File: config.mk
export PLATFORM = sky130hd
export DESIGN_NAME = lidar_rx_sequencer
export DESIGN_NICKNAME = d
export VERILOG_FILES = /design/src/rtl/lidar_rx_sequencer.sv
export SDC_FILE = /design/constraint.sdc
export NUM_CORES = 1
export LEC_CHECK = 0
export BUFFER_PORTS_ARGS = -buffer_cell sky130_fd_sc_hd__buf_2
export CAP_MARGIN = 20
export CORE_MARGIN = 3
export CORE_UTILIZATION = 45
export CTS_BUF_LIST = sky130_fd_sc_hd__clkbuf_2 sky130_fd_sc_hd__clkbuf_4 sky130_fd_sc_hd__clkbuf_8
export DETAILED_ROUTE_END_ITERATION = 7
export GPL_TIMING_DRIVEN = 0
export PLACE_DENSITY_LB_ADDON = 0.08
export SYNTH_ARGS = -nofsm -noshare
export SYNTH_HDL_FRONTEND = slang
export SYNTH_SLANG_ARGS = --single-unit
File: constraint.sdc
create_clock -name clk -period 2.3 [get_ports clk]
set_input_delay 0.46 -clock clk [delete_from_list [all_inputs] [get_ports clk]]
set_output_delay 0.46 -clock clk [all_outputs]
set_load 0.1 [all_outputs]
File: src/rtl/lidar_rx_sequencer.sv
// Oversampled UART receiver for the LD06 LiDAR line plus packet framing tracker.
// State | meaning: IDLE wait for low line | START verify start bit | DATA shift 8 bits | STOP check stop bit
module lidar_rx_sequencer #(
  parameter int         TICKS_PER_BIT = 32,
  parameter int         SAMPLE_POINT  = 16,
  parameter int         PKT_BYTES     = 47,
  parameter logic [7:0] HEADER        = 8'h54
) (
  input  logic       clk,
  input  logic       reset,
  input  logic       baud_tick,
  input  logic       rx_in,
  output logic       latch,
  output logic [7:0] rx_byte,
  output logic       byte_valid,
  output logic       frame_err,
  output logic       pkt_start,
  output logic       pkt_done,
  output logic [5:0] byte_idx
);

  typedef enum logic [1:0] {IDLE, START, DATA, STOP} state_t;

  localparam logic [5:0] TICK_LAST   = 6'(TICKS_PER_BIT - 1);
  localparam logic [5:0] TICK_SAMPLE = 6'(SAMPLE_POINT);
  localparam logic [5:0] PKT_LAST    = 6'(PKT_BYTES - 1);

  state_t     state_q, state_d;
  logic [5:0] tick_q, tick_d;
  logic [2:0] bit_q, bit_d;
  logic [7:0] shift_q, shift_d;
  logic [7:0] rx_byte_q, rx_byte_d;
  logic [5:0] idx_q, idx_d;
  logic [5:0] cnt_q, cnt_d;
  logic       latch_q, latch_d;
  logic       byte_valid_q, byte_valid_d;
  logic       frame_err_q, frame_err_d;
  logic       pkt_start_q, pkt_start_d;
  logic       pkt_done_q, pkt_done_d;

  always_comb begin
    state_d      = state_q;
    tick_d       = tick_q;
    bit_d        = bit_q;
    shift_d      = shift_q;
    rx_byte_d    = rx_byte_q;
    idx_d        = idx_q;
    cnt_d        = cnt_q;
    latch_d      = 1'b0;
    byte_valid_d = 1'b0;
    frame_err_d  = 1'b0;
    pkt_start_d  = 1'b0;
    pkt_done_d   = 1'b0;

    if (baud_tick) begin
      case (state_q)
        IDLE: begin
          if (!rx_in) begin
            state_d = START;
            tick_d  = 6'd0;
          end
        end
        START: begin
          if (tick_q == TICK_SAMPLE && rx_in) begin
            state_d = IDLE;
            tick_d  = 6'd0;
          end else if (tick_q == TICK_LAST) begin
            state_d = DATA;
            tick_d  = 6'd0;
            bit_d   = 3'd0;
          end else begin
            tick_d = tick_q + 6'd1;
          end
        end
        DATA: begin
          if (tick_q == TICK_SAMPLE) begin
            latch_d = 1'b1;
            shift_d = {rx_in, shift_q[7:1]};
          end
          if (tick_q == TICK_LAST) begin
            tick_d = 6'd0;
            if (bit_q == 3'd7) begin
              state_d = STOP;
              bit_d   = 3'd0;
            end else begin
              bit_d = bit_q + 3'd1;
            end
          end else begin
            tick_d = tick_q + 6'd1;
          end
        end
        STOP: begin
          if (tick_q == TICK_SAMPLE) begin
            state_d = IDLE;
            tick_d  = 6'd0;
            if (rx_in) begin
              rx_byte_d    = shift_q;
              byte_valid_d = 1'b1;
              // Count 0 means hunting for the header; anything else is discarded.
              if (cnt_q == 6'd0) begin
                if (shift_q == HEADER) begin
                  idx_d       = 6'd0;
                  pkt_start_d = 1'b1;
                  cnt_d       = 6'd1;
                end
              end else begin
                idx_d = cnt_q;
                if (cnt_q == PKT_LAST) begin
                  pkt_done_d = 1'b1;
                  cnt_d      = 6'd0;
                end else begin
                  cnt_d = cnt_q + 6'd1;
                end
              end
            end else begin
              frame_err_d = 1'b1;
              cnt_d       = 6'd0;
            end
          end else begin
            tick_d = tick_q + 6'd1;
          end
        end
        default: state_d = IDLE;
      endcase
    end
  end

  always_ff @(posedge clk or posedge reset) begin
    if (reset) begin
      state_q      <= IDLE;
      tick_q       <= 6'd0;
      bit_q        <= 3'd0;
      shift_q      <= 8'h00;
      rx_byte_q    <= 8'h00;
      idx_q        <= 6'd0;
      cnt_q        <= 6'd0;
      latch_q      <= 1'b0;
      byte_valid_q <= 1'b0;
      frame_err_q  <= 1'b0;
      pkt_start_q  <= 1'b0;
      pkt_done_q   <= 1'b0;
    end else begin
      state_q      <= state_d;
      tick_q       <= tick_d;
      bit_q        <= bit_d;
      shift_q      <= shift_d;
      rx_byte_q    <= rx_byte_d;
      idx_q        <= idx_d;
      cnt_q        <= cnt_d;
      latch_q      <= latch_d;
      byte_valid_q <= byte_valid_d;
      frame_err_q  <= frame_err_d;
      pkt_start_q  <= pkt_start_d;
      pkt_done_q   <= pkt_done_d;
    end
  end

  assign latch      = latch_q;
  assign rx_byte    = rx_byte_q;
  assign byte_valid = byte_valid_q;
  assign frame_err  = frame_err_q;
  assign pkt_start  = pkt_start_q;
  assign pkt_done   = pkt_done_q;
  assign byte_idx   = idx_q;

endmodule

## Word level (Yosys, flattened, before mapping)

Index checks and enable logic that the tools add are counted.

| storage, ports and cells | value |
|---|---|
| flip-flop bits (word level) | 44 |
| output and inout bits | 19 |
| word-level logic and storage cells | 89 |

| cells by class | value |
|---|---|
| add/sub/neg operators | 3 |
| equality and inequality tests | 17 |
| multiplexer cells | 46 |
| reduce and logical (&&, ||, !) cells | 11 |

Operator list:

| cell | number |
|---|---|
| 6-bit 2-to-1 mux | 10 |
| 6-bit case mux with 4 select lines | 1 |
| 1-bit 2-to-1 mux | 23 |
| 6-bit by 1-bit adder with 6-bit output (second input constant) | 2 |
| 6-bit by 5-bit == test with 1-bit output (second input constant) | 2 |
| 2-bit 2-to-1 mux | 6 |
| 3-bit 2-to-1 mux | 4 |
| 2-bit inequality test (second input constant) | 6 |
| 5-bit AND reduction | 2 |
| 8-bit by 7-bit == test with 1-bit output (second input constant) | 1 |
| 2-bit case mux with 4 select lines | 1 |
| 4-bit AND reduction | 2 |
| 6-bit == test (second input constant) | 1 |
| 6-bit zero test | 1 |
| 3-bit case mux with 2 select lines | 1 |
| 6-bit AND reduction | 1 |
| 2-bit == test (second input constant) | 2 |
| 3-bit by 1-bit adder with 3-bit output (second input constant) | 1 |
| 3-bit == test (second input constant) | 1 |
| 3-bit by 2-bit inequality test with 1-bit output (second input constant) | 1 |
| 3-bit inequality test (second input constant) | 1 |
| 3-bit AND reduction | 1 |
| 2-bit by 1-bit == test with 1-bit output (second input constant) | 1 |
| 2-bit zero test | 1 |
| 4 further kinds | 4 |

## Logic depth before layout (Yosys ltp)

| logic depth | value |
|---|---|
| depth in word-level cells | 7 |
| gate-level depth with buffers | 8 |

## Worst setup path after synthesis

OpenSTA, ideal clock, no wires.

| path | value |
|---|---|
| kind | register -> register |
| from | register tick_q[0] |
| to | register idx_q[2], in the netlist byte_idx[2] |
| library setup time | 125 ps |
| arrival | 1756 ps |
| data required time | 2175 ps |
| path slack | 418 ps |
| cell stages (with the launch flop) | 8 |
| period minus slack after synthesis | 1882 ps |
| cell sequence | dfrtp_1 > inv_1 > ha_1 > nor3b_4 > nand4_2 > or2_4 > a21oi_4 > mux2_2 |

| between the ends | value |
|---|---|
| longest elaborated chain between the ends | 2 |

RTL lines:

| what | line | text |
|---|---|---|
| start: declaration | 29 | `logic [5:0] tick_q, tick_d;` |
| start signal: assignment | 144 | `tick_q <= tick_d;` |
| 6-bit by 5-bit == test with 1-bit output | 93 | `if (tick_q == TICK_SAMPLE) begin` |
| 5-bit AND reduction (no line) | n/a |  |
| end signal: assignment | 148 | `idx_q <= idx_d;` |
| end: declaration | 33 | `logic [5:0] idx_q, idx_d;` |

Every way passes these cells.
A chain may end at the register's enable or synchronous reset.

## Worst setup path in the final report

Ends and elaborated chain as after synthesis.

==> metrics.md <==
| Metric | Value |
|---|---|
| CTS root buffer | sky130_fd_sc_hd__clkbuf_8 |
| Area fraction in compound gates after synthesis | 12.1% |
| Dominant combinational cell family by area after synthesis | simple AND/OR/NAND/NOR gates |
| Cell accounting for the most synthesized area | sky130_fd_sc_hd__dfrtp_1 |
| Setup Skew | 0.00543 ns |
| Port Buffer Count | 21 |
| Vias in the first global route | 1521 |
| Achievable clock frequency | 470 MHz |
| Final global-route overflow total | 0 |
| Combined area of all synthesized cells | 2190 um^2 |
| Synthesized area per cell | 11.4 um^2 |
| Num CTS Buffers | 5 |
| Antenna fix cells | 0 |
| CTS tree | done |
| Launching element type of the critical path | flip-flop |
| Required @ worst endpoint | 2.48 ns |
| Power density over the cells | 664 nW/um^2 |
| Dominant register cell in the synthesized netlist | sky130_fd_sc_hd__dfrtp_1 |
| CTS H-tree lvls | 2 |
| Met2 wirelength from detailed routing | 2040 um |
| Total of cells resized after clock tree synthesis | 0 |
| Post-synthesis share of cell area spent on full adders, half adders and majority gates | 3.99% |
| Top sig layer | met4 |
| Met1 Routed Length | 1920 um |
| I/O pin total | 23 |
| Final Hold Vio Count | 0 |
| Clock slew at reported path FFs | 0.08 ns |
| Hold-fix buffers at CTS | 0 |
| Number of cells traversed by the worst register-to-register path | 7 |
| VDD IR max | 306 uV |
| Xor and xnor area share after synthesis | 0% |
| Number of antenna violations at the first check in global routing | 0 |
| Final routed wirelength across all metal layers | 4170 um |
| Routed Antenna Nets | 0 |
| Flip-flop and latch count after synthesis | 44 |
| Number of vias after detailed routing | 1523 |
| Leakage power figure | 0.00128 uW |
| Overall Global Routing Usage | 16.5% |
| Simple-gate share of the synthesized area | 17.2% |
| Share of post-route cells with drive strength above 1 | 30.3% |
| Die Y | 75.8 um |
| Period Utilization, post-route | 92.4% |
| RSZ-0062 raised after global routing | no |
| Async set-reset flop share out of synthesis | 100% |
| Sequential share of the synthesized area | 50.2% |
| Total net switching power | 435 uW |
| Source-to-sink clock delay at the later pin of the worst-skew pair | 0.30 ns |
| Biggest area contributors in the synthesized netlist | sky130_fd_sc_hd__dfrtp_1 (50%), sky130_fd_sc_hd__mux2_2 (7.7%), sky130_fd_sc_hd__mux2_4 (4.1%), sky130_fd_sc_hd__ha_1 (4.0%), sky130_fd_sc_hd__inv_1 (2.6%) |
| Estimated wirelength of the detail-placed design | 2970 um |
| Effective utilization at floorplan | 48.4% |
| Count of distinct cell types in the synthesized netlist | 46 |
| Chip Width | 75.8 um |
| Critical Path Fanout Max | 6 |
| Post-CTS Setup Repair Bufs | 0 |
| Number of DRC markers after the initial detailed-route iteration | 105 |
| Synthesis Warnings | 0 |
| First-pass GRT wire length | 7180 um |
| Synth Instances | 192 |
| Arrival time at the worst endpoint | 2.31 ns |
| Sequential cell fraction of total power | 52.5% |
| Post-layout nets | 231 |
| Path type of the worst min-delay path | in -> async |
| Wire per inst | 14.6 um |
| Sw Share | 26.2% |
| Final core area utilization | 55.1% |
| Number of violations of the max-capacitance limit | 0 |
| Post-Syn Nets | 203 |
| Largest net degree at the start of global routing | 45 |
| Count of endpoints failing setup in the final report | 0 |
| EDFF count, synth | 0 |
| Number of iterations in the first detailed-routing pass | 4 |
| Internal Pwr Total | 1220 uW |
| Type of the setup path with the least slack | reg -> reg |
| Post-DR vias/cell | 5.33 |
| RD Place Congestion | 0.852 |
| Top-area cell type share of the netlist area | 50.2% |
| Area of the placeable core | 4530 um^2 |
| Area overhead of the layout relative to synthesis | 13.8% |
| Sinks on the clock net | 44 |
| Buffer depth of the longest clock path | 2 |
| Max_slew headroom | 40.5% |
| Share of power burned in the clock network | 36.1% |
| Routed length on met3 | 164 um |
| Combinational share of power | 11.4% |
| Commonest cells post-synth | sky130_fd_sc_hd__dfrtp_1 (44), sky130_fd_sc_hd__inv_1 (15), sky130_fd_sc_hd__mux2_2 (15), sky130_fd_sc_hd__nand2_1 (14), sky130_fd_sc_hd__o21ai_0 (11) |
| Number of remaining DRC errors | 0 |
| Worst hold slack | 0.346 ns |
| Minimum clock period after layout | 2.13 ns |
| Post-synthesis mux area share | 12.3% |
| Run status | finished clean |
| Standard-cell rows | 24 |
| Actual slew at the worst max-slew pin | 0.892 ns |
| Number of pins with negative max-slew slack in the final report | 0 |
| Critical Path Sink Type | flip-flop |
| Area of the die | 5750 um^2 |
| Layout fillers | 401 |
| Final TNS setup | 0 ns |
| Most instantiated library cell after synthesis | sky130_fd_sc_hd__dfrtp_1 |
==> layer usage <==
layer	up-vias	global-route usage (%)
li1	743	-
met1	738	21.2
met2	38	27.1
met3	4	3.96
met4	0	5.83
met5	-	0
==> layout by cell type, fill, tap and decap left out, types with 2 or more instances in the layout <==
cell,netlist,final
sky130_fd_sc_hd__a21oi_1,6,6
sky130_fd_sc_hd__nand2_1,14,14
sky130_fd_sc_hd__nand4_1,2,2
sky130_fd_sc_hd__nand3_1,7,7
sky130_fd_sc_hd__a31oi_1,2,2
sky130_fd_sc_hd__o2bb2ai_1,2,2
sky130_fd_sc_hd__nor3b_1,2,2
sky130_fd_sc_hd__nor2_1,8,8
sky130_fd_sc_hd__or3_1,2,2
sky130_fd_sc_hd__or2_2,2,2
sky130_fd_sc_hd__dfrtp_1,44,44
sky130_fd_sc_hd__nand2b_1,3,3
sky130_fd_sc_hd__o31ai_1,3,3
sky130_fd_sc_hd__clkbuf_8,0,5
sky130_fd_sc_hd__nor3_1,6,6
sky130_fd_sc_hd__a21o_1,5,5
sky130_fd_sc_hd__mux2_2,15,15
sky130_fd_sc_hd__o21ai_0,11,11
sky130_fd_sc_hd__a22o_1,2,2
sky130_fd_sc_hd__mux2_4,6,6
sky130_fd_sc_hd__clkinv_4,0,2
sky130_fd_sc_hd__nor4b_1,2,2
sky130_fd_sc_hd__ha_1,7,7
sky130_fd_sc_hd__buf_2,3,24
sky130_fd_sc_hd__inv_1,15,14
==> kinds of logic after synthesis <==
family                   after synthesis
flip-flops                            44
multiplexers                          22
buffers and inverters                 21
adder cells (fa/ha/maj)                7
AO/OA/AOI/OAI                         39
AND/OR/NAND/NOR                       59
==> state kept, by name, indices dropped and copies added (netlist names), named ones only <==
| name | count |
|---|---|
| rx_byte | 8 |
| shift_q | 8 |
| byte_idx | 6 |
| cnt_q | 6 |
| tick_q | 6 |
| bit_q | 3 |
| byte_valid | 1 |
| frame_err | 1 |
| latch | 1 |
| pkt_done | 1 |
| pkt_start | 1 |
| state_q | 1 |
==> per-stage QoR <==
stage               std cells  area (um^2)  power (uW)  setup WS [ns]
finish                    286         2500        1660          0.175
global placement          278         2380        1070          0.215
detailed placement        278         2380        1080          0.184
global route              286         2500        1760         0.0120
CTS                       286         2500        1680          0.164
floorplan                 192         2190        1030          0.418
==> worst max-delay path, stage by stage, from the launching register on <==
cell	delay (ns)
sky130_fd_sc_hd__dfrtp_1	0.43
sky130_fd_sc_hd__inv_1	0.07
sky130_fd_sc_hd__ha_1	0.16
sky130_fd_sc_hd__nor3b_4	0.26
sky130_fd_sc_hd__nand4_2	0.19
sky130_fd_sc_hd__or2_4	0.30
sky130_fd_sc_hd__a21oi_4	0.23
sky130_fd_sc_hd__mux2_2	0.37
==> layout make-up <==
cell class	count	area, um^2	area share [%]
Clock buffer	5	68.8	2.76
Inverter	15	56.3	2.25
Tap cell	65	81.3	3.26
Sequential cell	44	1100	44.1
Buffer	6	37.5	1.50
Multi-Input combinational cell	127	1000	40.0
Timing Repair Buffer	21	105	4.21
Clock inverter	3	47.5	1.90
==> power groups by stage <==
stage | sequential, uW | clock (uW) | combinational, uW
floorplan | 873 | 0 | 157
global placement | 883 | 0 | 183
detailed placement | 886 | 0 | 192
CTS | 870 | 619 | 192
global route | 881 | 655 | 220
finish | 871 | 599 | 189
==> worst paths after layout <==
path                                        from                 endpoint  slack [ns]
hold reg to reg             bit_q[2]$_DFFE_PP0P_     bit_q[2]$_DFFE_PP0P_        0.48
setup / recovery           tick_q[0]$_DFFE_PP0P_  byte_idx[2]$_DFFE_PP0P_        0.17
setup reg to reg           tick_q[0]$_DFFE_PP0P_  byte_idx[2]$_DFFE_PP0P_        0.17
hold / removal                             reset    tick_q[0]$_DFFE_PP0P_        0.35
min in group clk                           rx_in      frame_err$_DFF_PP0_        0.45
max in group asynchronous                  reset     bit_q[0]$_DFFE_PP0P_        1.39
Power figures use the tool's default switching activity.
